**src/rtl/int_div_iter.sv**
```systemverilog
// int_div_iter: iterative restoring integer divider, one quotient bit per cycle.
// Handles unsigned and signed (two's-complement) division with a fixed
// latency of NBITS cycles in CALC, plus divide-by-zero and overflow cases.
module int_div_iter #(
    parameter int unsigned NBITS = 32
) (
    input  logic                 clk,
    input  logic                 reset,
    input  logic                 req_val,
    output logic                 req_rdy,
    input  logic [2*NBITS:0]     req_msg,
    output logic                 resp_val,
    input  logic                 resp_rdy,
    output logic [2*NBITS-1:0]   resp_msg
);

    localparam int unsigned CW = $clog2(NBITS + 1);

    typedef enum logic [1:0] {
        IDLE = 2'd0,
        CALC = 2'd1,
        DONE = 2'd2
    } state_t;

    state_t            state_q;
    logic [CW-1:0]     cnt_q;
    logic              req_rdy_q;
    logic              resp_val_q;

    logic [NBITS-1:0]  a_mag_q;
    logic [NBITS-1:0]  b_mag_q;
    logic              sign_a_q;
    logic              sign_b_q;
    logic              func_q;
    logic              dz_q;
    logic [NBITS:0]    rem_q;
    logic [NBITS-1:0]  dvd_q;
    logic [NBITS-1:0]  q_res_q;
    logic [NBITS-1:0]  r_res_q;

    logic              req_go;
    logic              resp_go;
    logic              last_step;

    logic              req_func;
    logic [NBITS-1:0]  req_a;
    logic [NBITS-1:0]  req_b;
    logic [NBITS-1:0]  a_abs;
    logic [NBITS-1:0]  b_abs;

    logic [NBITS+1:0]  rem_sh;
    logic [NBITS+1:0]  diff;
    logic [NBITS:0]    rem_d;
    logic [NBITS-1:0]  dvd_d;
    logic [NBITS-1:0]  q_res_d;
    logic [NBITS-1:0]  r_res_d;

    assign req_rdy   = req_rdy_q;
    assign resp_val  = resp_val_q;
    assign resp_msg  = {q_res_q, r_res_q};

    assign req_go    = req_val & req_rdy_q;
    assign resp_go   = resp_val_q & resp_rdy;
    assign last_step = (state_q == CALC) && (cnt_q == CW'(NBITS - 1));

    // Split the request and take operand magnitudes (0x80..0 stays as unsigned 0x80..0)
    always_comb begin
        req_func = req_msg[2*NBITS];
        req_a    = req_msg[2*NBITS-1:NBITS];
        req_b    = req_msg[NBITS-1:0];
        a_abs    = (req_func & req_a[NBITS-1]) ? -req_a : req_a;
        b_abs    = (req_func & req_b[NBITS-1]) ? -req_b : req_b;
    end

    // One restoring step: shift {rem, dividend}, trial-subtract |b|, restore on borrow
    always_comb begin
        rem_sh = {rem_q, dvd_q[NBITS-1]};
        diff   = rem_sh - {2'b00, b_mag_q};
        if (diff[NBITS+1]) begin
            rem_d = rem_sh[NBITS:0];
            dvd_d = {dvd_q[NBITS-2:0], 1'b0};
        end else begin
            rem_d = diff[NBITS:0];
            dvd_d = {dvd_q[NBITS-2:0], 1'b1};
        end
    end

    // Sign fix-up of the final step; most-negative / -1 falls out naturally as 0x80..0 r=0
    always_comb begin
        q_res_d = dvd_d;
        r_res_d = rem_d[NBITS-1:0];
        if (dz_q) begin
            q_res_d = '1;
            r_res_d = (func_q & sign_a_q) ? -a_mag_q : a_mag_q;
        end else if (func_q) begin
            if (sign_a_q ^ sign_b_q) begin
                q_res_d = -dvd_d;
            end
            if (sign_a_q) begin
                r_res_d = -rem_d[NBITS-1:0];
            end
        end
    end

    // Control FSM with step counter and registered handshake outputs
    always_ff @(posedge clk) begin
        if (reset) begin
            state_q    <= IDLE;
            cnt_q      <= '0;
            req_rdy_q  <= 1'b1;
            resp_val_q <= 1'b0;
        end else begin
            case (state_q)
                IDLE: begin
                    if (req_go) begin
                        state_q   <= CALC;
                        cnt_q     <= '0;
                        req_rdy_q <= 1'b0;
                    end
                end
                CALC: begin
                    cnt_q <= cnt_q + CW'(1);
                    if (last_step) begin
                        state_q    <= DONE;
                        resp_val_q <= 1'b1;
                    end
                end
                DONE: begin
                    if (resp_go) begin
                        state_q    <= IDLE;
                        req_rdy_q  <= 1'b1;
                        resp_val_q <= 1'b0;
                    end
                end
                default: begin
                    state_q    <= IDLE;
                    cnt_q      <= '0;
                    req_rdy_q  <= 1'b1;
                    resp_val_q <= 1'b0;
                end
            endcase
        end
    end

    // Datapath: capture operands on accept, iterate in CALC, latch result on last step
    always_ff @(posedge clk) begin
        if (reset) begin
            a_mag_q  <= '0;
            b_mag_q  <= '0;
            sign_a_q <= 1'b0;
            sign_b_q <= 1'b0;
            func_q   <= 1'b0;
            dz_q     <= 1'b0;
            rem_q    <= '0;
            dvd_q    <= '0;
            q_res_q  <= '0;
            r_res_q  <= '0;
        end else if (req_go) begin
            a_mag_q  <= a_abs;
            b_mag_q  <= b_abs;
            sign_a_q <= req_a[NBITS-1];
            sign_b_q <= req_b[NBITS-1];
            func_q   <= req_func;
            dz_q     <= (req_b == '0);
            rem_q    <= '0;
            dvd_q    <= a_abs;
        end else if (state_q == CALC) begin
            rem_q <= rem_d;
            dvd_q <= dvd_d;
            if (last_step) begin
                q_res_q <= q_res_d;
                r_res_q <= r_res_d;
            end
        end
    end

endmodule

```
**config.mk**
```make
export PLATFORM = sky130hd
export DESIGN_NAME = int_div_iter
export DESIGN_NICKNAME = d
export VERILOG_FILES = /design/src/rtl/int_div_iter.sv
export SDC_FILE = /design/constraint.sdc
export NUM_CORES = 1
export LEC_CHECK = 0
export CAP_MARGIN = 40
export CORE_MARGIN = 2
export CORE_UTILIZATION = 40
export DETAILED_ROUTE_END_ITERATION = 8
export SETUP_SLACK_MARGIN = 0.02
export SYNTH_ARGS = -nofsm -noshare
export SYNTH_HDL_FRONTEND = slang
export SYNTH_SLANG_ARGS = --single-unit
```
**constraint.sdc**
```tcl
create_clock -name clk -period 13.6 [get_ports clk]
set_clock_uncertainty 0.05 [all_clocks]
set_input_delay 2.04 -clock clk [delete_from_list [all_inputs] [get_ports clk]]
set_output_delay 2.04 -clock clk [all_outputs]
set_load 0.01 [all_outputs]
```
=== Word-level counts from Yosys, hierarchy flattened ===
Index checks and enable logic that the tools add are counted.

* Register bits after elaboration: 207
* Input port bits: 69
* Output and inout port bits: 66
* Logic and storage cells: 72

* Add/sub/neg operators: 7
* Equality and inequality tests: 6
* Muxes and demuxes: 25
* Bitwise logic cells: 10
* Reduce and logical (&&, ||, !) cells: 10

{| class="wikitable"
|+ Operators by type and width
! kind !! count
|-
| $mux 32 || 11
|-
| $neg 32->32 || 5
|-
| $sub 34x32->34 || 1
|-
| $mux 33 || 1
|-
| $logic_not 32->1 || 1
|-
| $pmux 6 s3 || 1
|-
| $reduce_and 3->1 || 4
|-
| $add 6x1->6 const B || 1
|-
| $eq 6x5->1 const B || 1
|-
| $mux 2 || 3
|-
| $mux 6 || 1
|-
| $ne 2x2->1 const B || 3
|-
| $pmux 1 s3 || 2
|-
| $pmux 2 s3 || 1
|-
| $and 1x1->1 || 5
|-
| $mux 1 || 5
|-
| $not 1->1 || 4
|-
| $eq 2x1->1 const B || 1
|-
| $eq 2x2->1 const B || 1
|-
| $logic_not 2->1 || 1
|-
| $reduce_and 2->1 || 1
|-
| $reduce_bool 2->1 || 1
|-
| $reduce_or 2->1 || 1
|-
| $logic_and 1x1->1 || 1
|-
| $xor 1x1->1 || 1
|}

=== Longest topological paths before layout ===
* Depth after elaboration: 6
* Depth in mapped cells: 23
* Gate-level depth less buffers: 20

=== Least setup slack after synthesis ===
No wires, ideal clock.

* Path type: input -> register
* Start: in req_msg[14]
* End: reg b_mag_q[30]
* Setup time: 0.086 ns
* Data arrival time: 4.484 ns
* Required time: 13.464 ns
* Slack: 8.980 ns
* Stages on the path: 9
* Buffers on the path: 0
* Cells stage by stage: or4_1 -> or3_1 -> nor4_2 -> nand3_1 -> or4_1 -> nor4_2 -> a21oi_1 -> xnor2_1 -> a211oi_1

* Longest elaborated chain between the ends: 2

{| class="wikitable"
|+ RTL lines
! element !! line !! RTL
|-
| start: declaration || 11 || <nowiki>input logic [2*NBITS:0] req_msg,</nowiki>
|-
| $neg 32->32 || 72 || <nowiki>b_abs = (req_func & req_b[NBITS-1]) ? -req_b : req_b;</nowiki>
|-
| $mux 32 || 72 ||
|-
| end signal: assignment || 160 || <nowiki>b_mag_q <= b_abs;</nowiki>
|-
| end: declaration || 31 || <nowiki>logic [NBITS-1:0] b_mag_q;</nowiki>
|}

No other way between the ends.
A chain may end at the register's enable or synchronous reset.

=== Worst setup path after layout ===
* Start: reg rem_q[11]
* End: reg r_res_q[30]

* Longest elaborated chain between the ends: 6

{| class="wikitable"
|+ RTL lines
! element !! line !! RTL
|-
| start: declaration || 36 || <nowiki>logic [NBITS:0] rem_q;</nowiki>
|-
| start signal: assignment || 168 || <nowiki>rem_q <= rem_d;</nowiki>
|-
| $sub 34x32->34 || 78 || <nowiki>diff = rem_sh - {2'b00, b_mag_q};</nowiki>
|-
| $mux 33 (*) || 79 || <nowiki>if (diff[NBITS+1]) begin</nowiki>
|-
| $neg 32->32 || 100 || <nowiki>r_res_d = -rem_d[NBITS-1:0];</nowiki>
|-
| $mux 32 || 99 || <nowiki>if (sign_a_q) begin</nowiki>
|-
| $mux 32 (*) || 95 || <nowiki>end else if (func_q) begin</nowiki>
|-
| $mux 32 (*) || 92 || <nowiki>if (dz_q) begin</nowiki>
|-
| end signal: assignment || 172 || <nowiki>r_res_q <= r_res_d;</nowiki>
|-
| end: declaration || 39 || <nowiki>logic [NBITS-1:0] r_res_q;</nowiki>
|}

Every way passes the cells marked *; elsewhere a longest branch is shown, timed or not.

==> reports/metrics.cfg <==
[timing]
tns_ns=0
slew_violations=0
finalHoldViolCount=0
fin_crit_ns=5.48
max_freq_mhz=183
timing.hold.ws_ns=0.406
relSlewSlack_pct=41.4
setup_viol=0
worstMarginPinSlew_ns=0.879
rsz0062_at_grt=no
period_share_pct=40.3

[worst_setup_path]
cp-start-kind=register
critPathKind=register to register
critPathMaxFanout=33
path_cells=ha_1, nand2_1, o21ai_1, nor3b_1, o311ai_1, o211a_4, inv_2, nor2_1, a21oi_1, ha_1, nor3b_1, nand4_1, nor3_1, a41oi_2, nor4_2, a21oi_1, xor2_1, a211oi_2
worst-endpoint-required_ns=13.98
cpPeakStageDelay_ns=0.53
crit_slowest_cell=nor3b_1
endpoint_kind=register
reg2reg_depth=18
worstPathArrival_ns=5.86

[route]
ant_nets=0
wl_per_cell_um=18.9
initialDrtViolationCount=812
vias_per_cell=5.63
first_pass_iters=5
wirelength_um=42700
num_vias=12727
drc=0

[die]
ioPinCount=135
die_y_um=188
start_util_pct=40.6
die_area_um2=35500
coreArea_um2=33500
std_cell_rows=67
die_w_um=188

[cts]
cts_tree=built
clockBufferDepth=3
cts_buffers=24
path_clk_slew_ns=0.06
h-tree-depth=1
hold_buffers=0
postCtsSetupRepairBufs=0
cts_resized=0
numClockSinks=207
cts_root_buffer=clkbuf_16
clock_latency_ns=0.52

[grt]
antenna_found_initial=0
grt_start_max_net_pins=90
overflow=0
grt_first_pass_wirelength_um=67800
grt_pass1_vias=12119
grtUsageTotal_pct=23.7

[synthesis]
ys_async_sr_fraction_pct=0
synth_top_area_share_pct=30.5
avgSynthCellArea_um2=7.85
synth_cells=1734
ys_types=84
netlist_area_um2=13600
synth_edf_count=0
synth_flop_cell=dfxtp_1
ys_top_cells_by_area=dfxtp_1 (30%), nor2_1 (6.2%), a21oi_1 (5.7%)
synth_nets=1842
yosys_warnings=0
synth_top_area_cell=dfxtp_1
ys_seq_area_share_pct=30.5
synth-seq-cells=207

[final_layout]
syn2layout_area_growth_pct=17.3
layout_common_cells=nor2_1 (221), dfxtp_1 (207), a21oi_1 (154), clkdlybuf4s50_1 (133), nand2_1 (132)
drive_gt1_share_pct=5.79
final_nets=1906
n_antenna_cell=0
final_common_cell=nor2_1

[pwr]
p_sw_share_pct=36.7
p_int_mw=1.25
powerDensity_nw_per_um2=123
clock_power_share_pct=31.3
ir_drop_mv=0.0698
p_switching_mw=0.723
p_leak_nw=5.71
power_frac_seq_pct=34.8
comb_power_share_pct=33.9

[placement]
hpwlAfterDp_um=32100
port_buffers=134
routabilityCongestion=0.882

[outcome]
status=complete, no violations

[worst_hold_path]
hold_path_depth=2
hold_class=register to register

[run]
maxCapViolCount=0

==> power by group through the flow <==
| stage | Sequential, mW | Clock [mW] | Combinational, mW |
|---|---|---|---|
| 4_1_cts | 0.685 | 0.631 | 0.662 |
| 3_3_place_gp | 0.698 | 0 | 0.655 |
| 3_5_place_dp | 0.699 | 0 | 0.657 |
| 2_1_floorplan | 0.682 | 0 | 0.492 |
| 5_1_grt | 0.690 | 0.658 | 0.732 |
| 6_report | 0.685 | 0.617 | 0.667 |
==> final cells by class <==
class	count	area, µm²
multi-input cells	1360	8800
clock inverters	9	52.6
well taps	448	561
repair buffers	149	1490
flip-flops and latches	207	4140
inverters	56	210
fillers	3353	17600
clock buffers	33	696
==> cell families (layout without fill, tap and decap cells) <==
family	Yosys count	in the layout	share of synthesized area, %
adder cells (fa/ha/maj)	39	39	3.64
flip-flops	207	207	30.5
XOR/XNOR	166	166	10.7
AO/OA/AOI/OAI	547	547	27.3
AND/OR/NAND/NOR	559	559	19.3
buffers and inverters	167	247	5.01
multiplexers	49	49	3.65
==> worst max-delay path: cells and delay by family, from the launching register on <==
kind                     cells  cell delay [ns]
XOR/XNOR                     1             0.18
buffers and inverters        1             0.48
adder cells (fa/ha/maj)      2             0.78
flip-flops                   1             0.38
AO/OA/AOI/OAI                7             1.52
AND/OR/NAND/NOR              7             1.97
==> flip-flops by register name (all words and copies together), names as in the netlist <==
register and cells:
func_q 1, sign_a_q 1, dvd_q 32, state_q 2, rem_q 33, a_mag_q 32
q_res_q 32, sign_b_q 1, r_res_q 32, dz_q 1, cnt_q 6, req_rdy 1
resp_val 1, b_mag_q 32
==> through the flow <==
step	setup WS (ns)	total power, mW	cell area [µm²]	instances	util [%]
after floorplan	8.98	1.17	13600	1734	-
after global placement	8.22	1.35	15100	2217	45.2
after detailed placement	8.16	1.36	15200	2220	45.3
after CTS	8.19	1.98	16000	2262	47.6
after global routing	7.62	2.08	16000	2262	47.6
final	8.12	1.97	16000	2262	47.6
==> path summary, 6_finish.rpt <==
path / startpoint / endpoint / slack [ns]
worst max-delay path: rem_q[11] / r_res_q[30] / 8.12
worst min-delay path: r_res_q[21] / r_res_q[21] / 0.41
worst min register to register: r_res_q[21] / r_res_q[21] / 0.41
worst max register to register: rem_q[11] / r_res_q[30] / 8.12
==> layer usage <==
metal,track usage (%),vias up,share of wire [%]
li1,-,6378,-
met1,30.1,5976,44
met2,41.5,292,49
met3,2.44,81,3.9
met4,8.71,0,3.7
met5,0,-,0
==> Yosys cell counts (14+ instances only) <==
library cell    n
xor2_1         86
a211oi_1       91
a21o_1         14
a21oi_1       154
nand2_1       132
inv_1          55
dfxtp_1       207
or3_1          36
clkbuf_1       80
o211ai_1       20
a21boi_0       31
o21ai_0        79
o21a_1         28
buf_2          14
nor3_1         47
nor2_1        223
nand3_1        20
xnor2_1        80
mux2i_1        46
nand4_1        14
ha_1           38
o31ai_1        21
a311oi_1       20
Power figures use the tool's default switching activity.
